--- src/rtl/alu_cmd_sequencer.sv ---
`default_nettype none
// ============================================================================
// Module   : alu_cmd_sequencer
// Purpose  : Issues nibble commands to an external registered ALU one at a
//            time and queues {result, error} pairs in a small result FIFO.
// Revision : 1.0 - initial release
// ============================================================================
module alu_cmd_sequencer #(
    parameter int FIFO_DEPTH = 4
) (
    input  logic       clk,
    input  logic       rst_n,
    input  logic       cmd_valid,
    output logic       cmd_ready,
    input  logic [3:0] cmd_a,
    input  logic [3:0] cmd_b,
    input  logic [2:0] cmd_op,
    output logic [7:0] alu_a,
    output logic [7:0] alu_b,
    output logic [2:0] alu_op,
    input  logic [7:0] alu_result,
    output logic       res_valid,
    input  logic       res_ready,
    output logic [7:0] res_data,
    output logic       res_err,
    output logic       busy
);

    localparam int PTR_W = $clog2(FIFO_DEPTH);
    localparam int CNT_W = PTR_W + 1;
    localparam logic [CNT_W-1:0] c_DEPTH = CNT_W'(FIFO_DEPTH);

    typedef enum logic [1:0] {
        ST_IDLE  = 2'd0,
        ST_ISSUE = 2'd1,
        ST_WAIT  = 2'd2
    } state_t;

    state_t             r_state;
    state_t             w_next_state;
    logic [3:0]         r_a;
    logic [3:0]         r_b;
    logic [2:0]         r_op;
    logic [7:0]         r_mem_data [FIFO_DEPTH];
    logic               r_mem_err  [FIFO_DEPTH];
    logic [PTR_W-1:0]   r_wr_ptr;
    logic [PTR_W-1:0]   r_rd_ptr;
    logic [CNT_W-1:0]   r_count;
    logic               w_accept;
    logic               w_push;
    logic               w_pop;
    logic               w_err;
    logic [7:0]         w_push_data;

    // Ready never depends on cmd_valid, so upstream sees no combinational loop
    assign cmd_ready   = (r_state == ST_IDLE) && (r_count < c_DEPTH);
    assign w_accept    = cmd_valid && cmd_ready;
    assign w_push      = (r_state == ST_WAIT);
    assign res_valid   = (r_count != '0);
    assign w_pop       = res_valid && res_ready;
    assign busy        = (r_state != ST_IDLE);

    assign w_err       = (r_op[2:1] == 2'b11) || ((r_op == 3'b101) && (r_b == 4'd0));
    assign w_push_data = w_err ? 8'h00 : alu_result;

    assign alu_a  = {4'b0000, r_a};
    assign alu_b  = {4'b0000, r_b};
    assign alu_op = r_op;

    // Head is gated so an empty FIFO (including just after reset) reads zero
    assign res_data = res_valid ? r_mem_data[r_rd_ptr] : 8'h00;
    assign res_err  = res_valid ? r_mem_err[r_rd_ptr]  : 1'b0;

    always_ff @(posedge clk or negedge rst_n) begin
        if (!rst_n) begin
            r_state <= ST_IDLE;
        end else begin
            r_state <= w_next_state;
        end
    end

    always_comb begin
        w_next_state = r_state;
        case (r_state)
            ST_IDLE:  if (w_accept) w_next_state = ST_ISSUE;
            ST_ISSUE: w_next_state = ST_WAIT;
            ST_WAIT:  w_next_state = ST_IDLE;
            default:  w_next_state = ST_IDLE;
        endcase
    end

    always_ff @(posedge clk or negedge rst_n) begin
        if (!rst_n) begin
            r_a  <= 4'd0;
            r_b  <= 4'd0;
            r_op <= 3'd0;
        end else if (w_accept) begin
            r_a  <= cmd_a;
            r_b  <= cmd_b;
            r_op <= cmd_op;
        end
    end

    // Storage needs no reset: nothing is visible until count is non-zero
    always_ff @(posedge clk) begin
        if (w_push) begin
            r_mem_data[r_wr_ptr] <= w_push_data;
            r_mem_err[r_wr_ptr]  <= w_err;
        end
    end

    always_ff @(posedge clk or negedge rst_n) begin
        if (!rst_n) begin
            r_wr_ptr <= '0;
            r_rd_ptr <= '0;
            r_count  <= '0;
        end else begin
            if (w_push) begin
                r_wr_ptr <= r_wr_ptr + PTR_W'(1);
            end
            if (w_pop) begin
                r_rd_ptr <= r_rd_ptr + PTR_W'(1);
            end
            case ({w_push, w_pop})
                2'b10:   r_count <= r_count + CNT_W'(1);
                2'b01:   r_count <= r_count - CNT_W'(1);
                default: r_count <= r_count;
            endcase
        end
    end

endmodule
`default_nettype wire
--- config.mk ---
export PLATFORM = sky130hd
export DESIGN_NAME = alu_cmd_sequencer
export DESIGN_NICKNAME = d
export VERILOG_FILES = /design/src/rtl/alu_cmd_sequencer.sv
export SDC_FILE = /design/constraint.sdc
export NUM_CORES = 1
export LEC_CHECK = 0
export ABC_AREA = 1
export BUFFER_PORTS_ARGS = -buffer_cell sky130_fd_sc_hd__buf_2
export CAP_MARGIN = 10
export CELL_PAD_IN_SITES_DETAIL_PLACEMENT = 0
export CELL_PAD_IN_SITES_GLOBAL_PLACEMENT = 1
export CORE_UTILIZATION = 41
export CTS_CLUSTER_SIZE = 20
export DETAILED_ROUTE_END_ITERATION = 10
export PLACE_DENSITY_LB_ADDON = 0.15
export SLEW_MARGIN = 0
export SYNTH_ARGS = -nofsm -noshare
export SYNTH_HDL_FRONTEND = slang
export SYNTH_SLANG_ARGS = --single-unit
export TNS_END_PERCENT = 100
--- constraint.sdc ---
create_clock -name clk -period 1.9 [get_ports clk]
set_input_delay 0.38 -clock clk [delete_from_list [all_inputs] [get_ports clk]]
set_output_delay 0.38 -clock clk [all_outputs]
set_load 0.1 [all_outputs]
==> impl_metrics.toml <==
[worst_setup_path]
cp_max_fo = 8
setup.worst_path.end_class = "output pin"
worst-endpoint-arrival_ns = 1.48
setup.worst_path.start_class = "register"
reg2reg_to = "r_count[2]"
worstPathRequired_ns = 1.52
ff2ff_path_depth = 11
regToRegStartpoint = "r_count[1]"
worstSetupPathType = "reg -> out"
r2r_slack_ns = 0.22

[floorplanning]
die_area_mm2 = 0.00667
core_area_mm2 = 0.00603
floorplan.io_pins = 54
die_ht_um = 81.7
die_x_um = 81.7
floorplan.initialDensity_pct = 43.2
std_cell_rows = 28

[detailed_routing]
detailedRoute.firstIterationViolations = 58
drt_pass1_iterations = 4
drc_errors = 0
ant_nets = 0
route.vias.total = 1798
drt-vias-per-instance = 4.36
wl_per_cell_um = 11.8
routed_wirelength_um = 4850

[logic_synthesis]
ys_warn_count = 0
ys_ff_latch = 56
post_syn_instances = 280
avgSynthCellArea_um2 = 9.29
synth_seq_area_share_pct = 60.8
synth_top_area_share_pct = 41.5
synth.top_cells.by_count = "80 x nand2_1, 60 x inv_1, 36 x edfxtp_1, 22 x nand3_1, 20 x dfrtp_1"
leading_cell_type_by_number_of_instances_after_synthesis = "nand2_1"
postSynth.asyncResetShare_pct = 35.7
yosys.cell_types.count = 24
synthTopCellsByArea = "edfxtp_1 42%, dfrtp_1 19%, nand2_1 12%"
ys.flop_type = "edfxtp_1"
syn_area_mm2 = 0.00260
synth-edff-count = 36
synth.largest_area_cell = "edfxtp_1"

[timing]
hold_viol_final = 0
final-setup-viol-count = 0
timing.clock.skew_ns = 0.00396
grt_setup_unrepaired = "true"
post-route-period-util_pct = 98.1
setup-tns-final_ns = 0
finalHoldWorstSlack_ns = 0.00887
drv_slew = 0
period_needed_ns = 1.86
max_clock_freq_mhz = 537

[flow_run]
timing.max_cap.violations = 0

[cts]
cts_made_buffers = 5
cts-root-buf = "clkbuf_8"
clock_tree.htree_level_count = 2
worst_skew_pair.late_latency_ns = 0.30
clkSinkCount = 56
cts.path.max_buffers = 2
clk_pin_slew_ns = 0.09
hold_buffers = 0
tritoncts = "done"

[finish]
finalNetCount = 365
diodes = 0
final_core_density_pct = 55.6
final_cell_area_mm2 = 0.00335
drive_gt1_share_pct = 27.6
syn2layout_area_growth_pct = 28.8

[place]
post-dp-hpwl_um = 3290
globalplace.congestion = 0.754
dpl_cell_area_mm2 = 0.00319
port_buffers = 45

[min_path]
worst_hold_path_class = "in -> async"

[status]
status = "completed"

[global_route]
grt_usage_pct = 16.2
via_count_of_the_first_global_routing_pass = 1630
maximum_number_of_pins_on_one_net_before_global_route_repair = 21
grt.overflow.total = 0
grt_first_pass_wirelength_um = 7730
antenna_found_initial = 0
-- routing by layer --
layer | track usage [%] | routed length, um | vias up | share of wire, %
li1 | - | - | 948 | -
met1 | 20.4 | 2240 | 816 | 46
met2 | 27.2 | 2430 | 30 | 50
met4 | 5.26 | 42 | 0 | 0.87
met3 | 4.00 | 145 | 4 | 3.0
met5 | 0 | 0 | - | 0
-- state kept, by name (all words and copies together), names as in the netlist, 3 cells and up --
name and cells:
alu_op 3, r_a 4, r_b 4, r_count 3, r_mem_data 32, r_mem_err 4
-- cell usage in the layout (no fill, tap or decap), types with 2 or more instances in the layout --
cell type / netlist / routed
nand2_1: 80 / 79
inv_1: 60 / 58
edfxtp_1: 36 / 36
buf_2: 5 / 35
dfrtp_1: 20 / 19
nor2_1: 17 / 16
nand3_1: 22 / 15
buf_12: 0 / 10
a21oi_4: 0 / 9
conb_1: 1 / 8
nand3_2: 1 / 7
clkbuf_8: 0 / 7
buf_4: 8 / 7
inv_2: 3 / 4
ha_1: 5 / 4
nand2_2: 1 / 2
xnor2_1: 2 / 2
o21ai_1: 1 / 2
buf_6: 1 / 2
-- how the worst max path moves through the flow --
stage	from	depth (start not counted)	to	slack, ns
3_5_place_dp	r_count[2]	11	r_count[2]	0.17
5_1_grt	r_rd_ptr[0]	5	res_data[0]	-0.02
6_report	r_rd_ptr[0]	5	res_data[5]	0.04
2_1_floorplan	r_state[1]	3	cmd_ready	-0.05
4_1_cts	r_rd_ptr[0]	5	res_data[0]	0.02
3_3_place_gp	r_count[2]	11	r_count[2]	0.22
-- critical path, cell delays in order (launching register included) --
cell	delay, ns
dfrtp_1	0.44
buf_4	0.19
nand2_1	0.07
nand3_1	0.12
a21oi_4	0.19
buf_12	0.18
-- timing repair --
| action | 4_1_cts | 5_1_grt |
|---|---|---|
| gates resized for setup | 0 | 13 |
| setup endpoints to repair | 0 | 11 |
| buffers inserted | 0 | 1 |
-- layout make-up --
type | instances | area [um^2]
multi-input cells | 153 | 867
inverters | 64 | 246
well taps | 75 | 93.8
repair buffers | 55 | 458
clock buffers | 8 | 100
fillers | 544 | 2670
flip-flops and latches | 56 | 1580
repair inverters | 1 | 5.00
-- logic make-up (layout without fill, tap and decap cells) --
| group | Yosys count | count (layout) | synth area share (%) |
|---|---|---|---|
| adder cells (fa/ha/maj) | 6 | 6 | 3.17 |
| XOR/XNOR | 3 | 3 | 1.01 |
| buffers and inverters | 78 | 128 | 12.9 |
| flip-flops | 56 | 56 | 60.8 |
| other | 1 | 8 | 0.144 |
| AND/OR/NAND/NOR | 123 | 123 | 19.3 |
| AO/OA/AOI/OAI | 13 | 13 | 2.64 |
-- through the flow --
stage               worst slack [ns]  instances
CTS                           0.0161        410
detailed placement             0.169        402
global route                 -0.0243        412
floorplan                    -0.0530        287
finish                        0.0361        412
global placement               0.224        402
Power is not shown: default switching activity piles up to over one toggle a cycle in this logic, so the estimate is an artifact.
